`config.mk`:
```
export PLATFORM = sky130hd
export DESIGN_NAME = seg_scan_ctrl_flat
export DESIGN_NICKNAME = d
export VERILOG_FILES = /design/src/rtl/seg_pkg.sv /design/src/rtl/seg_scan_ctrl_if.sv /design/src/rtl/seg_hex_decode.sv /design/src/rtl/seg_scan_ctrl.sv /design/src/flat_wrapper.sv
export SDC_FILE = /design/constraint.sdc
export NUM_CORES = 1
export LEC_CHECK = 0
export ABC_AREA = 0
export CAP_MARGIN = 20
export CORE_MARGIN = 10
export CORE_UTILIZATION = 52
export DETAILED_ROUTE_END_ITERATION = 12
export PLACE_DENSITY_LB_ADDON = 0.15
export SLEW_MARGIN = 20
export SYNTH_ARGS = -nofsm -noshare
export SYNTH_HDL_FRONTEND = slang
export SYNTH_HIERARCHICAL = 1
export SYNTH_SLANG_ARGS = --single-unit
```
`constraint.sdc`:
```
create_clock -name clk -period 2.8 [get_ports clk]
set_input_delay 0.84 -clock clk [delete_from_list [all_inputs] [get_ports clk]]
set_output_delay 0.84 -clock clk [all_outputs]
set_load 0.01 [all_outputs]
```
`src/rtl/seg_pkg.sv`:
```
// Shared constants for the seven-segment scan controller: hex glyph table,
// the all-dark segment pattern and the brightness field width.
package seg_pkg;

   localparam int BRIGHT_W = 4;
   localparam logic [7:0] SEG_OFF = 8'hFF;

   // Active-low g..a patterns, indexed by nibble value
   localparam logic [6:0] HEX_TBL [16] = '{
      7'h40, 7'h79, 7'h24, 7'h30, 7'h19, 7'h12, 7'h02, 7'h78,
      7'h00, 7'h10, 7'h08, 7'h03, 7'h46, 7'h21, 7'h06, 7'h0E
   };

endpackage

```
`src/rtl/seg_scan_ctrl_if.sv`:
```
// Display-side bundle for seg_scan_ctrl: digit data/controls in,
// multiplexed anode/segment drive and frame marker out.
interface seg_scan_ctrl_if #(
   parameter int NUM_DIGITS = 4
);
   import seg_pkg::*;

   logic [4*NUM_DIGITS-1:0] digit;
   logic [NUM_DIGITS-1:0]   dp;
   logic [NUM_DIGITS-1:0]   blank;
   logic [BRIGHT_W-1:0]     bright;
   logic [NUM_DIGITS-1:0]   anode;
   logic [7:0]              segment;
   logic                    frame_start;

   modport master (
      output digit, dp, blank, bright,
      input  anode, segment, frame_start
   );

   modport slave (
      input  digit, dp, blank, bright,
      output anode, segment, frame_start
   );

endinterface

```
`src/rtl/seg_hex_decode.sv`:
```
// Combinational nibble to active-low g..a segment pattern.
module seg_hex_decode
   import seg_pkg::*;
(
   input  logic [3:0] nib,
   output logic [6:0] seg
);

   assign seg = HEX_TBL[nib];

endmodule

```
`src/rtl/seg_scan_ctrl.sv`:
```
// Multiplexed seven-segment scanner with frame-synchronous shadow capture,
// anti-ghost dead time and PWM brightness. Optional: LEAD_ZERO_SUPPRESS_EN.
module seg_scan_ctrl
   import seg_pkg::*;
#(
   parameter int NUM_DIGITS   = 4,
   parameter int SLOT_W       = 14,
   parameter int BLANK_CYCLES = 256
) (
   input  logic            clk,
   input  logic            rst,
   seg_scan_ctrl_if.slave  bus
);

   localparam int IDX_W = (NUM_DIGITS > 1) ? $clog2(NUM_DIGITS) : 1;

   logic [SLOT_W-1:0]           cnt;
   logic [IDX_W-1:0]            idx;
   logic                        init_pend;
   logic [NUM_DIGITS-1:0][3:0]  sh_digit;
   logic [NUM_DIGITS-1:0]       sh_dp;
   logic [NUM_DIGITS-1:0]       sh_blank;
   logic [NUM_DIGITS-1:0]       anode_q;
   logic [7:0]                  seg_q;

   logic                        cnt_max;
   logic                        idx_last;
   logic                        cap;
   logic [NUM_DIGITS-1:0]       dark;
   logic                        lit;
   logic [6:0]                  hex;
   logic [NUM_DIGITS-1:0]       anode_d;
   logic [7:0]                  seg_d;

   assign cnt_max  = &cnt;
   assign idx_last = (idx == IDX_W'(NUM_DIGITS - 1));
   // init_pend forces one capture right after reset so the display never
   // waits a whole frame to pick up its first value
   assign cap      = init_pend | (cnt_max & idx_last);

   assign bus.frame_start = cap & ~rst;

`ifdef LEAD_ZERO_SUPPRESS_EN
   for (genvar i = 0; i < NUM_DIGITS; i++) begin : g_lz
      if (i == 0) begin : g_d0
         assign dark[i] = sh_blank[i];
      end else begin : g_dn
         assign dark[i] = sh_blank[i] |
                          (~sh_dp[i] & (sh_digit[NUM_DIGITS-1:i] == '0));
      end
   end
`else
   assign dark = sh_blank;
`endif

   seg_hex_decode u_dec (
      .nib (sh_digit[idx]),
      .seg (hex)
   );

   always_comb begin
      lit     = (cnt >= SLOT_W'(BLANK_CYCLES)) &&
                (cnt[SLOT_W-1 -: BRIGHT_W] <= bus.bright) &&
                !dark[idx];
      anode_d = '1;
      seg_d   = SEG_OFF;
      if (lit) begin
         anode_d[idx] = 1'b0;
         seg_d        = {~sh_dp[idx], hex};
      end
   end

   always_ff @(posedge clk) begin
      if (rst) begin
         cnt       <= '0;
         idx       <= '0;
         init_pend <= 1'b1;
         sh_digit  <= '0;
         sh_dp     <= '0;
         sh_blank  <= '0;
         anode_q   <= '1;
         seg_q     <= SEG_OFF;
      end else begin
         cnt       <= cnt + 1'b1;
         init_pend <= 1'b0;
         if (cnt_max) idx <= idx_last ? '0 : idx + 1'b1;
         if (cap) begin
            sh_digit <= bus.digit;
            sh_dp    <= bus.dp;
            sh_blank <= bus.blank;
         end
         anode_q <= anode_d;
         seg_q   <= seg_d;
      end
   end

   assign bus.anode   = anode_q;
   assign bus.segment = seg_q;

endmodule
```
`src/flat_wrapper.sv`:
```
// flat-port wrapper written by rule: the top's interface ports become plain ports
module seg_scan_ctrl_flat import seg_pkg::*;
#(
   parameter int NUM_DIGITS   = 4,
   parameter int SLOT_W       = 14,
   parameter int BLANK_CYCLES = 256
)
  (clk, rst, bus_digit, bus_dp, bus_blank, bus_bright, bus_anode, bus_segment, bus_frame_start);
  seg_scan_ctrl_if #(.NUM_DIGITS(NUM_DIGITS)) bus_i ();
  input  logic clk;
  input  logic rst;
  input wire logic [$bits(bus_i.digit)-1:0] bus_digit;
  input wire logic [$bits(bus_i.dp)-1:0] bus_dp;
  input wire logic [$bits(bus_i.blank)-1:0] bus_blank;
  input wire logic [$bits(bus_i.bright)-1:0] bus_bright;
  output wire logic [$bits(bus_i.anode)-1:0] bus_anode;
  output wire logic [$bits(bus_i.segment)-1:0] bus_segment;
  output wire logic [$bits(bus_i.frame_start)-1:0] bus_frame_start;
  assign bus_i.digit = bus_digit;
  assign bus_i.dp = bus_dp;
  assign bus_i.blank = bus_blank;
  assign bus_i.bright = bus_bright;
  assign bus_anode = bus_i.anode;
  assign bus_segment = bus_i.segment;
  assign bus_frame_start = bus_i.frame_start;
  seg_scan_ctrl #(.NUM_DIGITS(NUM_DIGITS), .SLOT_W(SLOT_W), .BLANK_CYCLES(BLANK_CYCLES)) u_core (.clk(clk), .rst(rst), .bus(bus_i));
endmodule
```
==> metrics, run 1 <==
H-tree Lvls 2; CP required 1.96 ns; share of the synthesized area in the top cell type approximately 42%; Hold Crit Class flip-flop to flip-flop; worst IR drop on VDD 272 uV; register area share after synthesis 42.5%; final hold violation count 0; final instance area 0.00308 mm^2; Fin Setup TNS 0 ns; EDFF count, synth 0; Tmin final 2.56 ns; share of layout cells above drive strength 1 11.2%; cell area after synthesis between 0.002 and 0.0025 mm^2; routed len/inst 12.7 um; ys async rst share 0%; Initial DRC Count 97; max-cap viol count 0; Post-CTS Hold Buffers 0; Pleak 1.16 nW; Root Buffer clkbuf_8; Antenna Nets Post-Route 0; Initial Util a little over half; yosys warns 6; Num CTS Buffers 5; worst hold margin 0.455 ns; Worst setup SP type flip-flop; crit end category output pin; Distinct cells, synth 39; vias in the first global route 1,879; fill cell count around 430; Die W 89.3 um; GRT Util Overall 12.6%; Clock Skew 0.00500 ns; Longest Clk Path Bufs 2; Cells after DPL 368; crit share post-route 91.4%; core footprint 0.00469 mm^2; global-route congestion overflow total 0; initial antenna violation count 0; TritonCTS clock tree yes; pin count of the biggest net entering global routing 43; CTS sink count 53; # IOs 43; Rows 25; CP max FO 5; ys flop type dfxtp_1; Area contributors post-synth dfxtp_1, nand2_1, ha_1; Post-Syn Nets 324; post-layout util 65.7%; first-pass GRT wire length 8.13 mm; area delta synth->final 23.3%; total chip power around 1.3 mW; placed cell areas 0.00298 mm^2; Slew Limit Fails 0; gpl congestion ~0.74; Nets 368; Die ar. approximately 0.008 mm^2; Worst-Margin Slew between 0.5 and 0.6 ns; Avg Inst Size Synth 9.02 um^2; Setup CP Type flip-flop to output pin; area leader, netlist dfxtp_1; post-placement worst setup slack approximately 0.054 ns; Synth Register Bits 53; RSZ-0062 raised after global routing false; input/output buffers 42; clock latency on the worst-skew pair 0.30 ns; Setup Buffers After CTS 0; PwrDens between 400 and 500 mW/mm^2; Final WS setup between 0.2 and 0.25 ns; DRC errors left 0; outcome complete, no violations; Die Y 89.3 um; Vias/cell 5.17; drt pass-1 iters 4; Via Count roughly 1,900; Max Clk Rate 391 MHz; DPL Wire Length between 3 and 4 mm; Worst EP arrival 1.72 ns; number of setup violations in the final report 0; Mapped Cells 277; total routed wirelength 4.79 mm; clk slew on worst S/H paths 0.09 ns; Slew headroom between 60% and 70%; antenna cells 0; Finished Layout Cells 376
==> layout make-up <==
cell class / count / area (um^2) / share of cell area, %
inverter: 14 / 52.6 / 1.71
clock buffer: 7 / 76.3 / 2.48
timing repair buffer: 52 / 494 / 16.0
multi-input combinational: 195 / 1320 / 42.7
clock inverter: 1 / 7.51 / 0.244
tap: 54 / 67.6 / 2.19
sequential: 53 / 1070 / 34.6
==> placed cells by master, fill, tap and decap left out, types with 5 or more instances in the layout <==
cell	n
dfxtp_1	51
clkdlybuf4s50_1	41
nand3_1	10
nand3b_1	7
o21ai_0	5
mux4_2	6
nor3_1	5
ha_1	16
xnor2_1	10
inv_1	14
nor2_1	18
buf_4	10
clkbuf_8	5
nand2_1	58
a21oi_1	23
==> what timing repair did <==
action | 4_1_cts | 5_1_grt
setup endpoints to repair | 1 | 0
endpoints found under the hold margin | 0 | 0
gates resized for setup | 7 | 0
==> registers in the layout, indices dropped and copies added (netlist names) <==
signal / count
u_core/dark: 4
u_core/init_pend: 1
u_core/idx: 2
u_core/sh_digit: 16
u_core/bus.segment: 8
u_core/sh_dp: 4
u_core/bus.anode: 4
u_core/cnt: 14
==> synth_stat cells, types with 2 or more instances <==
cell and count:
a21oi_1 23, a21oi_2 4, buf_2 5, buf_6 3, clkbuf_1 7, dfxtp_1 53, ha_1 17, inv_1 14
mux2i_1 3, mux4_2 6, nand2_1 58, nand3_1 11, nand3b_1 7, nand4_1 2, nor2_1 18, nor2b_1 2
nor3_1 5, nor4_1 3, o21ai_0 5, o21ai_1 2, o22ai_1 2, xnor2_1 10
==> power breakdown <==
group | leakage (nW) | internal [mW] | switching [mW]
clock | 0.0385 | 0.177 | 0.232
combinational | 0.689 | 0.0796 | 0.0657
sequential | 0.434 | 0.777 | 0.0152
==> layer usage <==
layer  global-route usage (%)  part of all wire (%)  vias up
met5                        0                     0        -
met4                     3.03                  0.96        0
met3                     4.10                   7.2        5
met2                     21.5                    44       48
met1                     15.0                    47      868
li1                         -                     -     1024
==> kinds of logic after synthesis <==
logic type,after synthesis,share of synthesized area (%)
and+or+nand+nor,114,21.5
muxes,10,7.06
xor gates and xnor gates,11,3.86
buffers and inverters,29,5.51
adders and majority gates,17,8.52
AOI/OAI and AO/OA,43,11.0
DFF,53,42.5
==> critical path: stages, from the launching register on <==
cell,delay (ns)
dfxtp_4,0.39
ha_4,0.16
nand4_4,0.07
o41a_1,0.45
nor2_1,0.08
dlygate4sd2_1,0.27
==> final timing paths <==
| check | start | end | slack, ns | cells past startpoint |
|---|---|---|---|---|
| worst max-delay path | u_core/cnt[0]$_SDFF_PP0_ | bus_frame_start | 0.24 | 5 |
| worst min-delay path | u_core/sh_dp[2]$_SDFFE_PP0P_ | u_core/sh_dp[2]$_SDFFE_PP0P_ | 0.45 | 2 |
| worst max register to register | u_core/idx[0]$_SDFFE_PP0N_ | u_core/bus.segment[3]$_SDFF_PP1_ | 0.63 | 7 |
| worst min register to register | u_core/sh_dp[2]$_SDFFE_PP0P_ | u_core/sh_dp[2]$_SDFFE_PP0P_ | 0.45 | 2 |
(Power assumes the default switching activity.)
==> inputs of run 2 (changes only) <==
CORE_MARGIN = not set   (was 10)
CTS_CLUSTER_SIZE = 40   (was not set)
==> run 2 against run 1 <==
- the flow now finishes with violations (design-rule violations)
- cell count fell by 0.80%
- utilization rose by 3.7 points
- design area is 0.77% higher
- worst hold slack worse by 0.00069 ns
- clock skew up 0.0051 ns
- non-clock buffer count decreased by 1
- fmax shrank 0.87%
- wire length decreased by 8.9%
- combinational power about the same
- via count down 0.98%
- die area decreased by 36%
- critical path type unchanged
==> metrics, run 2 (synthesis gave the netlist of run 1 again) <==
Die ar. 0.00508 mm^2 (-36%); outcome finished, violations left; CTS sink count 53 (unchanged); vias in the first global route 1,752 (-6.8%); crit share post-route 92.2% (+0.80 points); Hold Crit Class flip-flop to flip-flop; DRC errors left 3 (+3); PwrDens 471 mW/mm^2 (+7.7%); Antenna Nets Post-Route 0 (unchanged); failing checks design-rule violations; total chip power 1.46 mW (+8.6%); CP max FO 4 (-1); Post-CTS Hold Buffers 0 (unchanged); largest register by flop count u_core/sh_digit; total routed wirelength 4.36 mm (-8.9%); DPL Wire Length 3.02 mm (-15%); worst hold margin 0.454 ns (-0.000686 ns); share of layout cells above drive strength 1 11.8% (+0.66 points); number of flip-flops in the largest register 16 (unchanged); Longest Clk Path Bufs 2 (unchanged); Nets 367 (-0.27%); Cells after DPL 365 (-0.82%); Die W 71.3 um (-20%); crit end category output pin; final hold violation count 0 (unchanged); CP required 1.96 ns (about the same); Num CTS Buffers 5 (unchanged); fill cell count 396 (-7.0%); pin count of the biggest net entering global routing 43 (unchanged); Max Clk Rate 387 MHz (-0.87%); RSZ-0062 raised after global routing false; GRT Util Overall 19.3% (+6.7 points); post_cts resized 7 (unchanged); Setup CP Type flip-flop to output pin; Via Count 1,926 (-0.98%); commonest non-fill, non-tap cell in the layout nand2_1; register area 0.00106 mm^2 (-0.23%); antenna cells 0 (unchanged); Vias/cell 5.16 (-0.18%); Worst-Margin Slew 0.534 ns (-0.00601 ns); routed len/inst 11.7 um (-8.2%); first-pass GRT wire length 7.54 mm (-7.2%); Rows 24 (-4.0%); Root Buffer clkbuf_8; Fin Setup TNS 0 ns (unchanged); most frequent cells in the layout nand2_1, dfxtp_1, clkdlybuf4s50_1; Slew headroom 64.1% (+0.40 points); area delta synth->final 24.3%; clk slew on worst S/H paths 0.10 ns (about the same); clock latency on the worst-skew pair 0.31 ns (about the same); Die Y 71.3 um (-20%); number of setup violations in the final report 0 (unchanged); gpl congestion 0.768 (+3.1%); core footprint 0.00447 mm^2 (-4.6%); input/output buffers 42 (unchanged); drt pass-1 iters 8 (+4); # IOs 43 (unchanged); Finished Layout Cells 373 (-0.80%); H-tree Lvls 2 (unchanged); Pleak 1.17 nW (+0.95%); worst IR drop on VDD 334 uV (+23%); area of the multi-input gates 0.00132 mm^2 (+0.38%); Setup Buffers After CTS 0 (unchanged); Slew Limit Fails 0 (unchanged); Initial DRC Count 104 (+7.2%); Worst EP arrival 1.74 ns (+0.02 ns); Tmin final 2.58 ns (+0.0225 ns); TritonCTS clock tree yes; initial antenna violation count 0 (unchanged); Initial Util 55.8% (+2.6 points); max-cap viol count 0 (unchanged); Worst setup SP type flip-flop; global-route congestion overflow total 0 (unchanged); Clock Skew 0.0101 ns (+0.00510 ns)
-- run 2: changes by cell type in the layout (fill, tap and decap cells not counted) --
| cell | previous run | this run |
|---|---|---|
| buf_4 | 10 | 9 |
| bufinv_16 | 0 | 1 |
| clkbuf_1 | 2 | 0 |
| clkinv_4 | 0 | 1 |
| dfxtp_2 | 1 | 2 |
| dfxtp_4 | 1 | 0 |
| nand3_1 | 10 | 9 |
| nand3_2 | 1 | 2 |
-- run 2: final timing paths --
kind,end,from,slack [ns],depth (start not counted)
worst max-delay path,bus_frame_start,u_core/cnt[1]$_SDFF_PP0_,0.22,5
worst min-delay path,u_core/sh_digit[10]$_SDFFE_PP0P_,u_core/sh_digit[10]$_SDFFE_PP0P_,0.45,2
worst max register to register,u_core/bus.segment[3]$_SDFF_PP1_,u_core/idx[0]$_SDFFE_PP0N_,0.62,7
worst min register to register,u_core/sh_digit[10]$_SDFFE_PP0P_,u_core/sh_digit[10]$_SDFFE_PP0P_,0.45,2
-- run 2: worst max-delay path: stages (launching register included) --
cell           delay [ns]
dfxtp_2              0.38
ha_4                 0.16
nand4_4              0.07
o41a_1               0.45
nor2_1               0.09
dlygate4sd2_1        0.27
-- run 2: layer usage --
layer	vias up	share of wire (%)	track usage [%]
met5	-	0	0
met4	0	1.4	8.67
met3	5	3.6	5.06
met2	39	47	31.6
met1	865	48	23.9
li1	1017	-	-
-- run 2: final cells by class --
type / count / area share [%]
tap: 52 / 2.10
multi-input combinational: 195 / 42.6
sequential: 53 / 34.3
inverter: 14 / 1.69
clock inverter: 3 / 1.49
clock buffer: 5 / 2.22
timing repair buffer: 51 / 15.7
-- run 2: stage by stage --
| stage | util, % | instance area (um^2) | setup WS [ns] |
|---|---|---|---|
| floorplan | - | 2500 | 0.332 |
| global placement | 66.3 | 2970 | 0.0730 |
| detailed placement | 66.3 | 2970 | 0.0484 |
| CTS | 69.4 | 3100 | 0.198 |
| global route | 69.4 | 3100 | 0.149 |
| finish | 69.4 | 3100 | 0.218 |
-- run 2: power breakdown --
| part | switching [mW] | total, mW | internal [mW] |
|---|---|---|---|
| registers | 0.0143 | 0.792 | 0.777 |
| logic | 0.0661 | 0.147 | 0.0805 |
| clock network | 0.256 | 0.524 | 0.268 |
